===== config.mk =====
export PLATFORM = sky130hd
export DESIGN_NAME = mouse_cursor_tracker
export DESIGN_NICKNAME = d
export VERILOG_FILES = /design/src/rtl/mouse_pkg.sv /design/src/rtl/mouse_axis_clamp.sv /design/src/rtl/mouse_cursor_tracker.sv
export SDC_FILE = /design/constraint.sdc
export NUM_CORES = 1
export LEC_CHECK = 0
export ABC_AREA = 1
export BUFFER_PORTS_ARGS = -buffer_cell sky130_fd_sc_hd__buf_4
export CAP_MARGIN = 25
export CORE_UTILIZATION = 40
export CTS_CLUSTER_SIZE = 20
export DETAILED_ROUTE_END_ITERATION = 8
export PLACE_DENSITY = 0.61
export SKIP_CTS_REPAIR_TIMING = 1
export SLEW_MARGIN = 0
export SYNTH_ARGS = -nofsm -noshare
export SYNTH_HDL_FRONTEND = slang
export SYNTH_SLANG_ARGS = --single-unit

===== constraint.sdc =====
create_clock -name clk -period 4.8 [get_ports clk]
set_clock_uncertainty 0.05 [all_clocks]
set_input_delay 0.96 -clock clk [delete_from_list [all_inputs] [get_ports clk]]
set_output_delay 0.96 -clock clk [all_outputs]
set_load 0.05 [all_outputs]

===== src/rtl/mouse_pkg.sv =====
// Shared types and constants for the mouse cursor tracker.
package mouse_pkg;

  typedef enum logic [1:0] {
    IDLE  = 2'd0,
    SUM   = 2'd1,
    CLAMP = 2'd2
  } state_t;

  // Raw PS/2 delta width ({sign, 8-bit magnitude}) and width after optional doubling.
  localparam int DELTA_W     = 9;
  localparam int ACC_DELTA_W = 10;

  // Home position on one axis: the middle of the visible range.
  function automatic int home_pos(input int res);
    return res / 2;
  endfunction

endpackage


===== src/rtl/mouse_axis_clamp.sv =====
// Clamps one signed, unwrapped axis position into the visible range 0..LIMIT.
module mouse_axis_clamp
  import mouse_pkg::*;
#(
  parameter int IN_W    = 14,
  parameter int COORD_W = 11,
  parameter int LIMIT   = 639
) (
  input  logic signed [IN_W-1:0]    pos,
  output logic        [COORD_W-1:0] coord
);

  localparam logic signed [IN_W-1:0] LIMIT_S = IN_W'(LIMIT);

  // Saturate below zero and above the last visible pixel.
  always_comb begin
    coord = '0;
    if (pos[IN_W-1]) begin
      coord = '0;
    end else if (pos > LIMIT_S) begin
      coord = COORD_W'(LIMIT);
    end else begin
      coord = pos[COORD_W-1:0];
    end
  end

endmodule


===== src/rtl/mouse_cursor_tracker.sv =====
// Cursor-position engine: accepts decoded PS/2 movement packets, applies
// saturated (and optionally accelerated) deltas, clamps to the screen and
// publishes registered coordinates, buttons and one-cycle event pulses.
// Optional feature macro: MOUSE_TRACKER_ACCEL_EN (delta doubling above ACCEL_THRESH).
module mouse_cursor_tracker
  import mouse_pkg::*;
#(
  parameter int H_RES        = 640,
  parameter int V_RES        = 480,
  parameter int COORD_W      = 11,
  parameter int ACCEL_THRESH = 16
) (
  input  logic               clk,
  input  logic               reset,
  input  logic               pkt_valid,
  output logic               pkt_ready,
  input  logic [7:0]         dx,
  input  logic [7:0]         dy,
  input  logic               sx,
  input  logic               sy,
  input  logic               ovx,
  input  logic               ovy,
  input  logic [2:0]         btn_in,
  input  logic               recenter,
  output logic [COORD_W-1:0] cx,
  output logic [COORD_W-1:0] cy,
  output logic [2:0]         btn,
  output logic [2:0]         click,
  output logic               upd
);

  // Three extra bits hold cursor + largest delta (either sign) without wrapping.
  localparam int SUM_W = COORD_W + 3;

  localparam logic [COORD_W-1:0] HOME_X = COORD_W'(home_pos(H_RES));
  localparam logic [COORD_W-1:0] HOME_Y = COORD_W'(home_pos(V_RES));

`ifdef MOUSE_TRACKER_ACCEL_EN
  localparam bit ACCEL_ON = 1'b1;
`else
  localparam bit ACCEL_ON = 1'b0;
`endif

  localparam logic [DELTA_W-1:0] THRESH = DELTA_W'(ACCEL_THRESH);

  // Overflow saturation first, then doubling of large deltas when enabled.
  function automatic logic signed [ACC_DELTA_W-1:0] shape_delta(
    input logic       s,
    input logic [7:0] mag,
    input logic       ov
  );
    logic signed [DELTA_W-1:0]     d;
    logic        [DELTA_W-1:0]     a;
    logic signed [ACC_DELTA_W-1:0] w;
    if (ov) begin
      d = s ? 9'h100 : 9'h0FF;
    end else begin
      d = {s, mag};
    end
    a = d[DELTA_W-1] ? $unsigned(-d) : $unsigned(d);
    w = ACC_DELTA_W'(d);
    if (ACCEL_ON && (a >= THRESH)) begin
      w = w <<< 1;
    end
    return w;
  endfunction

  state_t state;
  state_t state_nxt;
  logic   take;

  logic signed [ACC_DELTA_W-1:0] dlt_x;
  logic signed [ACC_DELTA_W-1:0] dlt_y;
  logic        [2:0]             btn_lat;
  logic signed [SUM_W-1:0]       nx;
  logic signed [SUM_W-1:0]       ny;
  logic        [COORD_W-1:0]     clamp_x;
  logic        [COORD_W-1:0]     clamp_y;

  // State register.
  always_ff @(posedge clk or posedge reset) begin
    if (reset) begin
      state <= IDLE;
    end else begin
      state <= state_nxt;
    end
  end

  // Next-state logic; recenter overrides any sequence in progress.
  always_comb begin
    state_nxt = state;
    if (recenter) begin
      state_nxt = IDLE;
    end else begin
      case (state)
        IDLE:    if (take) state_nxt = SUM;
        SUM:     state_nxt = CLAMP;
        CLAMP:   state_nxt = IDLE;
        default: state_nxt = IDLE;
      endcase
    end
  end

  // Handshake outputs: a packet is only taken in IDLE and never alongside recenter.
  always_comb begin
    pkt_ready = (state == IDLE) && !recenter;
    take      = pkt_valid && pkt_ready;
  end

  // Capture shaped deltas and button state on transfer.
  always_ff @(posedge clk or posedge reset) begin
    if (reset) begin
      dlt_x   <= '0;
      dlt_y   <= '0;
      btn_lat <= '0;
    end else if (take) begin
      dlt_x   <= shape_delta(sx, dx, ovx);
      dlt_y   <= shape_delta(sy, dy, ovy);
      btn_lat <= btn_in;
    end
  end

  // Unclamped new position; PS/2 Y grows upward while screen Y grows downward.
  always_ff @(posedge clk or posedge reset) begin
    if (reset) begin
      nx <= '0;
      ny <= '0;
    end else if (state == SUM) begin
      nx <= $signed({{(SUM_W-COORD_W){1'b0}}, cx}) + SUM_W'(dlt_x);
      ny <= $signed({{(SUM_W-COORD_W){1'b0}}, cy}) - SUM_W'(dlt_y);
    end
  end

  mouse_axis_clamp #(
    .IN_W   (SUM_W),
    .COORD_W(COORD_W),
    .LIMIT  (H_RES - 1)
  ) u_clamp_x (
    .pos  (nx),
    .coord(clamp_x)
  );

  mouse_axis_clamp #(
    .IN_W   (SUM_W),
    .COORD_W(COORD_W),
    .LIMIT  (V_RES - 1)
  ) u_clamp_y (
    .pos  (ny),
    .coord(clamp_y)
  );

  // Published outputs: pulses default low, rewritten on CLAMP or recenter.
  always_ff @(posedge clk or posedge reset) begin
    if (reset) begin
      cx    <= HOME_X;
      cy    <= HOME_Y;
      btn   <= '0;
      click <= '0;
      upd   <= 1'b0;
    end else begin
      upd   <= 1'b0;
      click <= '0;
      if (recenter) begin
        cx  <= HOME_X;
        cy  <= HOME_Y;
        upd <= 1'b1;
      end else if (state == CLAMP) begin
        cx    <= clamp_x;
        cy    <= clamp_y;
        btn   <= btn_lat;
        click <= btn_lat & ~btn;
        upd   <= 1'b1;
      end
    end
  end

endmodule


Yosys cells after proc, flatten, opt, wreduce, memory -nomap -nowiden

Index checks and enable logic that the tools add are counted.

$add $sub $neg: 2
Magnitude comparators: 2
Eq/ne operators: 3
Multiplexer cells: 19
Bitwise gates (word level): 3
Reductions and logical operators: 6

Operator list:

| cell                   | count |
|---|---|
| $mux W11               | 8 |
| $mux W9                | 4 |
| $gt A14 B10 Y1 const B | 1 |
| $gt A14 B11 Y1 const B | 1 |
| $add A12 B9 Y13        | 1 |
| $sub A12 B9 Y13        | 1 |
| $mux W3                | 2 |
| $mux W2                | 2 |
| $pmux W2 S2            | 1 |
| $and A3 B3 Y3          | 1 |
| $ne A3 B3 Y1 const B   | 1 |
| $not A3 Y3             | 1 |
| $eq A2 B1 Y1 const B   | 1 |
| $eq A2 B2 Y1 const B   | 1 |
| $logic_and A1 B1 Y1    | 2 |
| $logic_not A2 Y1       | 1 |
| $mux W1                | 2 |
| $reduce_and A2 Y1      | 1 |
| $reduce_bool A2 Y1     | 1 |
| $logic_not A1 Y1       | 1 |
| $not A1 Y1             | 1 |

Register bits: 80
Output and inout port bits: 30
Logic and storage cells: 46

Depth between registers and ports, before layout

Gate-level depths: netlist (run 1).

Depth after elaboration: 6
Gate-level depth with buffers: 11

By module

A second synthesis (run 1) with hierarchy kept.

Cells, all modules: 664
Area total of the unflattened synthesis: 4,828.4 um2

By module, submodules not included:

| module                        | times used | cells each | area an instance (um2) | seq. area each (um2) |
|---|---|---|---|---|
| mouse_cursor_tracker          | 1          | 572        | 4,401.7                | 1,959.4 |
| mouse_axis_clamp at u_clamp_y | 1          | 47         | 221.5                  | 0.0 |
| mouse_axis_clamp at u_clamp_x | 1          | 45         | 205.2                  | 0.0 |

Least setup slack after synthesis (run 1)

Ideal clock, no wire load.

Path type: in2out
From: input recenter
To: output pkt_ready
Data arrival time: 1.389 ns
Path slack: 2.401 ns
Stages: 1
Cell sequence: nor3_4

Cells in the longest elaborated chain, start to end: 2

RTL lines:

| what                | RTL line                    | source |
|---|---|---|
| start, declared     | mouse_cursor_tracker.sv:24  | `input logic recenter,` |
| $logic_not A1 Y1    | mouse_cursor_tracker.sv:106 | `pkt_ready = (state == IDLE) && !recenter;` |
| $logic_and A1 B1 Y1 | mouse_cursor_tracker.sv:106 |  |
| end, declared       | mouse_cursor_tracker.sv:16  | `output logic pkt_ready,` |

Every way passes these cells.

Worst setup path in the final report (run 1)

Ends and elaborated chain as after synthesis.

==> results.py, run 1 <==
metrics = {
    "clocking": {
        "insertion_delay_ns": 0.37,
        "numCtsBuffers": 9,
        "ctsRootBufferMaster": "clkbuf_8",
        "cts_num_sinks": 78,
        "cts_buffer_depth": 2,
        "cts.htree.levels": 3,
        "cts_tree": "yes",
        "path_clk_slew_ns": 0.10,
    },
    "synth": {
        "synth_top_area_frac": 0.4001,
        "synthesis.nets": 675,
        "synth.yosys.seq_area_share": 0.4351,
        "yosys-top-cells-area": "dfrtp_1 (40%), nand2_1 (20%), inv_1 (7.6%), ha_1 (6.7%), o21ai_0 (5.8%)",
        "syn_inst": 622,
        "synth_seq_cells": 78,
        "syn_area_mm2": 0.004503,
        "yosysUniqueCellTypes": 29,
        "yosys.area.top_type": "dfrtp_1",
        "yosysWarningCount": 0,
        "syn_avg_cell_area_um2": 7.240,
    },
    "grt": {
        "grt_max_degree": 44,
        "grt_use_total": 0.2113,
        "grt_pass1_vias": 3948,
        "grt_first_pass_wirelength_um": 18810,
        "gr-total-overflow": 0,
        "antenna_found_initial": 0,
    },
    "timing": {
        "worst_pin_slew_ns": 0.6870,
        "fin_crit_sh": 0.5252,
        "slew_viol_final": 0,
        "rsz0062_at_grt": "false",
        "fmax_ghz": 0.3967,
        "slew_headroom": 0.5415,
        "setup_viol": 0,
        "post-route-min-period_ns": 2.521,
        "final.setup.tns_ns": 0,
        "hold_viol": 0,
        "fin_ws_ns": 2.279,
    },
    "pwr": {
        "p_comb_frac": 0.312,
        "peakVddDrop_v": 0.0001532,
        "p_seq_frac": 0.441,
        "power.leakage_nw": 2.957,
        "switching_share": 0.3947,
        "p_clk_frac": 0.247,
        "powerDensity_mw_per_mm2": 373.3,
        "p_sw_mw": 0.7774,
        "p_int_mw": 1.192,
    },
    "die": {
        "die_x_um": 108.1,
        "row_count": 38,
        "die_y_um": 108.1,
        "dieArea_mm2": 0.01169,
        "io_pins": 57,
        "coreArea_mm2": 0.01089,
        "initial_core_util": 0.4136,
    },
    "placed_design": {
        "place_ws_ns": 2.268,
        "place.gp.congestion": 0.8586,
        "hpwl_um": 8272,
        "io_buffers": 56,
    },
    "final_layout": {
        "seq_area_mm2": 0.001959,
        "nNetsFinal": 736,
        "drive_gt1_frac": 0.1381,
        "diodes": 0,
        "fillers": 1117,
        "areaGrowthSynthToFinish_pct": 17.17,
        "multiInputGateArea_mm2": 0.002123,
    },
    "route": {
        "vias": 3998,
        "routedWlPerCell_um": 13.50,
        "detail-route-antenna-nets": 0,
        "drc": 0,
        "vias_per_cell": 4.829,
        "drt_iter0_markers": 198,
        "wl_um": 11180,
        "drt_pass1_iterations": 4,
    },
    "setup_path": {
        "worst-setup-path-type": "in -> out",
        "endpoint_kind": "primary output",
        "worstPathArrival_ns": 1.51,
        "cp_max_fo": 4,
        "cp-start-kind": "primary input",
        "cp.required_ns": 3.79,
    },
    "job": {
        "drv_cap": 0,
    },
    "outcome": {
        "status": "complete, no violations",
    },
    "hold_path": {
        "hp-class": "reg -> reg",
    },
}
final timing paths:
kind | from | end | slack (ns) | cells after the start
max | recenter | pkt_ready | 2.28 | 3
min in group asynchronous | reset | upd | 0.62 | 2
min | btn[2] | click[2] | 0.41 | 1
max in group asynchronous | reset | ny[11] | 3.08 | 3
max reg2reg | cx[0] | nx[6] | 2.78 | 9
min reg2reg | btn[2] | click[2] | 0.41 | 1
routing by layer:
layer / vias to the layer above / track usage / wire (um)
li1: 2057 / - / -
met1: 1852 / 0.2897 / 5402
met2: 78 / 0.3403 / 5097
met3: 11 / 0.03797 / 504
met4: 0 / 0.06164 / 177
met5: - / 0 / 0
critical path: stages:
cell	delay, ns
buf_4	0.14
nor3_4	0.17
buf_4	0.24
state kept, by name (all words and copies together) (netlist names), 3 cells and up:
register / flops
dlt_x: 9
nx: 13
click: 3
btn_lat: 3
cx: 11
dlt_y: 9
ny: 13
cy: 11
btn: 3
layout by cell type (no fill, tap or decap), drive strengths merged, types with 2 or more instances in the layout:
master    netlist  routed
a21oi          17      17
buf            10      60
clkbuf          0       9
clkinv          1       3
clkinvlp        0       2
dfrtp          72      72
dfstp           6       6
fa              2       2
ha             24      24
inv            94      97
nand2         242     242
nand3          37      37
nand4           9       9
nor2           42      42
nor3            3       3
o21ai          54      54
or2             2       2
xnor2           2       2
xor2            2       2
Yosys cell counts:
| cell type | number |
|---|---|
| nand3b_1 | 1 |
| dfrtp_1 | 72 |
| dfstp_2 | 6 |
| xor2_1 | 2 |
| o22ai_1 | 1 |
| a21oi_1 | 17 |
| nand3_1 | 37 |
| o31ai_1 | 1 |
| clkinv_1 | 1 |
| nand2_2 | 2 |
| inv_1 | 91 |
| inv_4 | 1 |
| nand2_1 | 240 |
| nor2_4 | 2 |
| nor3_4 | 1 |
| o21ai_0 | 52 |
| nor2_1 | 38 |
| or2_2 | 2 |
| nand4_1 | 9 |
| o21ai_1 | 2 |
| nor2_2 | 2 |
| ha_1 | 24 |
| xnor2_1 | 2 |
| nor3_1 | 2 |
| buf_6 | 1 |
| inv_2 | 2 |
| buf_4 | 2 |
| buf_2 | 7 |
| fa_1 | 2 |
kinds of logic (layout without fill, tap and decap cells):
logic type                 after synthesis  count (layout)  share of synthesized area
and+or+nand+nor                        336             336                     0.3062
AOI/OAI and AO/OA                       73              73                    0.08197
xor gates and xnor gates                 4               4                   0.007781
buffers and inverters                  105             171                    0.09336
adders and majority gates               26              26                    0.07558
DFF                                     78              78                     0.4351
stage by stage:
step                utilization  hold slack, ns  instances  total power, mW  area [um2]
finish                   0.4846          0.4053        828            1.969        5276
global route             0.4846          0.4254        828            2.113        5276
CTS                      0.4821          0.4114        827            1.983        5249
detailed placement       0.4648          0.3976        811            1.490        5061
global placement         0.4648          0.3907        811            1.479        5061
floorplan                     -          0.3867        622            1.309        4503
power groups by stage:
stage                     sequential [mW]  combinational [mW]  clock (mW)
final                               0.869               0.615       0.486
after global routing                0.886               0.703       0.524
after CTS                           0.868               0.615       0.500
after detailed placement            0.879               0.611           0
after global placement              0.877               0.602           0
after floorplan                     0.909               0.399           0
cell type report:
cell class | count | share of cell area
multi-input cells | 439 | 0.4024
flip-flops and latches | 78 | 0.3714
repair buffers | 60 | 0.08916
inverters | 95 | 0.06830
well taps | 140 | 0.03320
clock buffers | 9 | 0.02348
clock inverters | 7 | 0.01209
Power figures use the tool's default switching activity.
==> run 2, diff against run 1 <==
--- a/config.mk
+++ b/config.mk
@@ -5,13 +5,13 @@
 export SDC_FILE = /design/constraint.sdc
 export NUM_CORES = 1
 export LEC_CHECK = 0
-export ABC_AREA = 1
+export ABC_AREA = 0
 export BUFFER_PORTS_ARGS = -buffer_cell sky130_fd_sc_hd__buf_4
 export CAP_MARGIN = 25
 export CORE_UTILIZATION = 40
 export CTS_CLUSTER_SIZE = 20
 export DETAILED_ROUTE_END_ITERATION = 8
-export PLACE_DENSITY = 0.61
+export PLACE_DENSITY = 0.63
 export SKIP_CTS_REPAIR_TIMING = 1
 export SLEW_MARGIN = 0
 export SYNTH_ARGS = -nofsm -noshare
==> constraint.sdc (replaced) <==
create_clock -name clk -period 2.1 [get_ports clk]
set_clock_uncertainty 0.05 [all_clocks]
set_input_delay 0.42 -clock clk [delete_from_list [all_inputs] [get_ports clk]]
set_output_delay 0.42 -clock clk [all_outputs]
set_load 0.05 [all_outputs]
==> run 2 against run 1 <==
Effect of this change: synthesized cell count decreased by 30%; critical endpoint is now nx[10]; hold slack lost 0.28 ns; largest cell class unchanged; area after synthesis decreased by 9.9%; clock power increased to 2.6 times the previous value; final cell count down 22%; via count is 15% lower; non-clock buffer count increased by 16; critical path depth increased by 4; clock-buffer cell count is 3 higher; highest routed layer unchanged.
==> results.py, run 2 <==
metrics = {
    "die": {
        "initial_core_util": 0.4134,
        "coreArea_mm2": 0.009819,
        "row_count": 36,
        "die_y_um": 102.7,
        "io_pins": 57,
        "dieArea_mm2": 0.01055,
        "die_x_um": 102.7,
    },
    "placed_design": {
        "place_ws_ns": -0.01458,
        "io_buffers": 56,
        "placed_area_mm2": 0.004796,
        "place.gp.congestion": 0.8959,
        "hpwl_um": 7069,
        "dpl.cell_count": 631,
    },
    "pwr": {
        "power.leakage_nw": 2.395,
        "p_seq_frac": 0.428,
        "p_int_mw": 3.106,
        "p_clk_frac": 0.262,
        "p_sw_mw": 1.657,
        "p_total_mw": 4.763,
        "peakVddDrop_v": 0.0004436,
        "p_comb_frac": 0.309,
        "powerDensity_mw_per_mm2": 946.0,
        "switching_share": 0.3479,
    },
    "timing": {
        "fin_ws_ns": 0.02267,
        "fmax_ghz": 0.4814,
        "final.setup.tns_ns": 0,
        "hold_slack_ns": 0.1233,
        "fin_crit_sh": 0.9892,
        "setup_viol": 0,
        "slew_viol_final": 0,
        "hold_viol": 0,
        "rsz0062_at_grt": "true",
        "post-route-min-period_ns": 2.077,
        "slew_headroom": 0.6356,
        "worst_pin_slew_ns": 0.5460,
    },
    "grt": {
        "gr-total-overflow": 0,
        "grt_first_pass_wirelength_um": 16530,
        "grt_pass1_vias": 3325,
        "grt_max_degree": 79,
        "antenna_found_initial": 0,
        "grt_use_total": 0.2081,
    },
    "final_layout": {
        "drive_gt1_frac": 0.2306,
        "final_cells": 649,
        "areaGrowthSynthToFinish_pct": 24.04,
        "final_util": 0.5127,
        "final_cell_mix": "buf_4 (75), dfrtp_1 (69), nand2_1 (56)",
        "nNetsFinal": 564,
        "final_area_mm2": 0.005035,
        "top_regs": "nx: 13 flops, ny: 13 flops",
        "diodes": 0,
        "layout_commonest_cell": "buf_4",
    },
    "route": {
        "drt_pass1_iterations": 4,
        "met3WireLength_um": 509,
        "vias": 3392,
        "wl_um": 9738,
        "drc": 0,
        "detail-route-antenna-nets": 0,
        "wl_met1_um": 4642,
        "routed.top_layer": "met4",
        "drt_iter0_markers": 142,
        "routedWlPerCell_um": 15.00,
        "vias_per_cell": 5.227,
        "dr_wl_met2_um": 4426,
    },
    "synth": {
        "syn_inst": 437,
        "synth_top_area_frac": 0.4439,
        "yosysUniqueCellTypes": 43,
        "synth_seq_cells": 78,
        "yosys-top-cells-area": "dfrtp_1 (44%), ha_1 (7.4%), a21oi_1 (6.9%), nand2_1 (5.2%), nor2_1 (4.4%)",
        "yosys.area.top_type": "dfrtp_1",
        "synthFlopType": "dfrtp_1",
        "synth.top_cells.by_count": "dfrtp_1 (72), a21oi_1 (56), nand2_1 (56), nor2_1 (48), o21ai_0 (33)",
        "syn_avg_cell_area_um2": 9.288,
        "yosysWarningCount": 0,
        "syn_area_mm2": 0.004059,
        "synth.yosys.seq_area_share": 0.4827,
        "synth.most_common_cell": "dfrtp_1",
        "synthesis.nets": 490,
        "async_flop_share": 1.000,
        "synth_edf_count": 0,
    },
    "setup_path": {
        "crit_buf_inv": 0,
        "cp-start-kind": "register",
        "cp_top_family": "compound AO/OA/AOI/OAI gates",
        "cp_max_fo": 2,
        "path_cells": "ha_4 > fa_2 > a211oi_2 > o21ai_2 > o2111a_1 > or3_1 > a31oi_1",
        "endpoint_kind": "register",
        "critPathSlowestCell": "dfrtp_2",
        "worst-setup-path-type": "reg -> reg",
        "rrSetupSlack_ns": 0.02,
        "cp.required_ns": 2.34,
        "slowest_delay_ns": 0.43,
        "worstPathArrival_ns": 2.31,
    },
    "clocking": {
        "numCtsBuffers": 9,
        "cts_buffer_depth": 2,
        "insertion_delay_ns": 0.36,
        "cts_tree": "yes",
        "cts.htree.levels": 3,
        "cts_num_sinks": 78,
        "path_clk_slew_ns": 0.08,
        "ctsRootBufferMaster": "clkbuf_8",
    },
    "job": {
        "drv_cap": 0,
    },
    "outcome": {
        "status": "complete, no violations",
    },
    "hold_path": {
        "hp-class": "in -> async",
    },
}
==> run 2: layout make-up <==
| cell class | count | area, um2 |
|---|---|---|
| inverters | 21 | 82.58 |
| clock inverters | 4 | 70.07 |
| repair buffers | 76 | 583.1 |
| well taps | 133 | 166.4 |
| clock buffers | 12 | 145.1 |
| fillers | 951 | 4785 |
| multi-input cells | 325 | 2024 |
| flip-flops and latches | 78 | 1963 |
==> run 2: tightest hold or removal path: stages <==
cell        delay [ns]
buf_4             0.12
clkinvlp_4        0.07
buf_12            0.33
==> run 2: logic make-up after synthesis <==
logic type | after synthesis | synth area share
AOI/OAI and AO/OA | 133 | 0.1957
adders and majority gates | 26 | 0.08385
muxes | 8 | 0.02158
DFF | 78 | 0.4827
buffers and inverters | 34 | 0.03237
and+or+nand+nor | 146 | 0.1578
xor gates and xnor gates | 12 | 0.02590
==> run 2: metal layers <==
| layer | vias to the layer above | GRT usage |
|---|---|---|
| met3 | 10 | 0.04068 |
| met2 | 75 | 0.3118 |
| met5 | - | 0 |
| met4 | 0 | 0.09426 |
| met1 | 1637 | 0.2922 |
| li1 | 1670 | - |
==> run 2: path summary, 6_finish.rpt <==
path | start | to | cells after the start
worst max-delay path | cx[0] | nx[10] | 7
worst min-delay path | reset | dlt_y[4] | 3
worst max register to register | cx[0] | nx[10] | 7
worst min register to register | btn[1] | click[1] | 1
max in group asynchronous | reset | cx[6] | 3
min in group clk | recenter | state[1] | 2
==> run 2: power groups by stage <==
stage	Combinational [mW]	Sequential, mW	Clock [mW]
after floorplan	0.915	2.15	0
after CTS	1.46	2.04	1.28
after global placement	1.43	2.05	0
after detailed placement	1.46	2.07	0
final	1.47	2.04	1.25
after global routing	1.65	2.08	1.35
==> run 3, diff against run 2 <==
--- a/config.mk
+++ b/config.mk
@@ -8,6 +8,7 @@
 export ABC_AREA = 0
 export BUFFER_PORTS_ARGS = -buffer_cell sky130_fd_sc_hd__buf_4
 export CAP_MARGIN = 25
+export CORE_MARGIN = 2
 export CORE_UTILIZATION = 40
 export CTS_CLUSTER_SIZE = 20
 export DETAILED_ROUTE_END_ITERATION = 8
==> run 3 against run 2 <==
Effect of this change: non-clock buffer count grew 2; wire length grew 1.5%; final cell count grew 0.31%.
==> results.py, run 3 (synthesis gave the netlist of run 2 again) <==
metrics = {
    "hold_path": {
        "holdPathStages": 2,
        "worstHoldStart": "recenter",
        "worstHoldEndpoint": "state[1]",
        "hp-class": "in -> reg",
    },
    "route": {
        "detail-route-antenna-nets": 0,
        "drc": 0,
        "drt_pass1_iterations": 5,
        "drt_iter0_markers": 126,
        "vias_per_cell": 5.230,
        "wl_um": 9886,
        "vias": 3405,
        "routedWlPerCell_um": 15.19,
    },
    "setup_path": {
        "reg2reg_from": "dlt_x[0]",
        "cp.required_ns": 2.33,
        "crit_buf_inv": 0,
        "r2r-end": "nx[10]",
        "endpoint_kind": "register",
        "critPathSlowestCell": "dfrtp_1",
        "slowest_delay_ns": 0.42,
        "cp_top_family": "compound AO/OA/AOI/OAI gates",
        "cp-start-kind": "register",
        "worstPathArrival_ns": 2.30,
        "rr_worst_depth": 7,
        "worst-setup-path-type": "reg -> reg",
        "rrSetupSlack_ns": 0.03,
        "cp_max_fo": 2,
        "path_cells": "ha_4 > fa_2 > a211oi_2 > o21ai_2 > o2111a_1 > or3_1 > a31oi_1",
        "worstSetupStartpoint": "dlt_x[0]",
    },
    "die": {
        "die_x_um": 104.7,
        "coreArea_mm2": 0.009819,
        "io_pins": 57,
        "dieArea_mm2": 0.01097,
        "die_y_um": 104.7,
        "initial_core_util": 0.4134,
        "row_count": 36,
    },
    "placed_design": {
        "dpl.cell_count": 633,
        "hpwl_um": 7296,
        "place.gp.congestion": 0.9550,
        "io_buffers": 56,
    },
    "final_layout": {
        "diodes": 0,
        "areaGrowthSynthToFinish_pct": 26.17,
        "drive_gt1_frac": 0.2413,
        "final_cell_mix": "buf_4 (74), dfrtp_1 (69), nand2_1 (56)",
        "seq_area_mm2": 0.001963,
        "multiInputGateArea_mm2": 0.002046,
        "final_cells": 651,
        "fillers": 941,
        "layout_commonest_cell": "buf_4",
        "nNetsFinal": 566,
        "top_regs": "nx: 13 flops, ny: 13 flops",
    },
    "clocking": {
        "cts_num_sinks": 78,
        "numCtsBuffers": 9,
        "ctsRootBufferMaster": "clkbuf_8",
        "cts_buffer_depth": 2,
        "cts_tree": "yes",
        "path_clk_slew_ns": 0.08,
        "cts.htree.levels": 3,
        "insertion_delay_ns": 0.36,
    },
    "grt": {
        "grt_max_degree": 29,
        "grt_first_pass_wirelength_um": 16440,
        "grt_use_total": 0.1886,
        "gr-total-overflow": 0,
        "antenna_found_initial": 0,
        "grt_pass1_vias": 3353,
    },
    "timing": {
        "hold_slack_ns": 0.1989,
        "post-route-min-period_ns": 2.071,
        "fin_crit_sh": 0.9861,
        "slew_viol_final": 0,
        "slew_headroom": 0.6472,
        "hold_viol": 0,
        "rsz0062_at_grt": "true",
        "fmax_ghz": 0.4829,
        "worst_pin_slew_ns": 0.5286,
        "setup_viol": 0,
    },
    "outcome": {
        "status": "complete, no violations",
    },
    "pwr": {
        "peakVddDrop_v": 0.0005282,
        "power.leakage_nw": 2.423,
        "powerDensity_mw_per_mm2": 961.6,
    },
    "job": {
        "drv_cap": 0,
    },
}
run 3: metal layers:
| metal | part of all wire | GRT usage |
|---|---|---|
| met1 | 0.47 | 0.2596 |
| met4 | 0.019 | 0.07714 |
| met5 | 0 | 0 |
| met3 | 0.045 | 0.03493 |
| met2 | 0.47 | 0.2931 |
run 3: area by class of cell:
cell class | instances | share of cell area
Tap cell | 133 | 0.03249
Inverter | 21 | 0.01613
Sequential cell | 78 | 0.3833
Clock buffer | 10 | 0.02688
Clock inverter | 6 | 0.02126
Timing Repair Buffer | 78 | 0.1204
Multi-Input combinational cell | 325 | 0.3995
run 3: worst max-delay path by stage:
stage | cells after the start | slack [ns] | end
after floorplan | 7 | -0.14 | nx[10]
after global placement | 7 | 0.01 | nx[10]
after detailed placement | 7 | -0.02 | nx[10]
after CTS | 7 | -0.06 | nx[10]
after global routing | 7 | -0.05 | nx[10]
final | 7 | 0.03 | nx[10]
run 3: through the flow:
stage | instance area (um2) | total power [mW] | util | setup slack [ns] | TNS [ns]
6_report | 5121 | 4.925 | 0.5215 | 0.02916 | 0
5_1_grt | 5121 | 5.243 | 0.5215 | -0.04583 | -0.1105
4_1_cts | 5070 | 4.924 | 0.5163 | -0.05840 | -0.07123
3_5_place_dp | 4823 | 3.524 | 0.4912 | -0.02433 | -0.02433
3_3_place_gp | 4823 | 3.485 | 0.4912 | 0.01175 | 0
2_1_floorplan | 4114 | 3.070 | - | -0.1391 | -0.1391
run 3: power breakdown:
part,internal [mW],switching (mW),leakage (nW)
clock,0.820,0.566,0.126
combinational,0.612,0.887,1.34
sequential,1.81,0.230,0.954
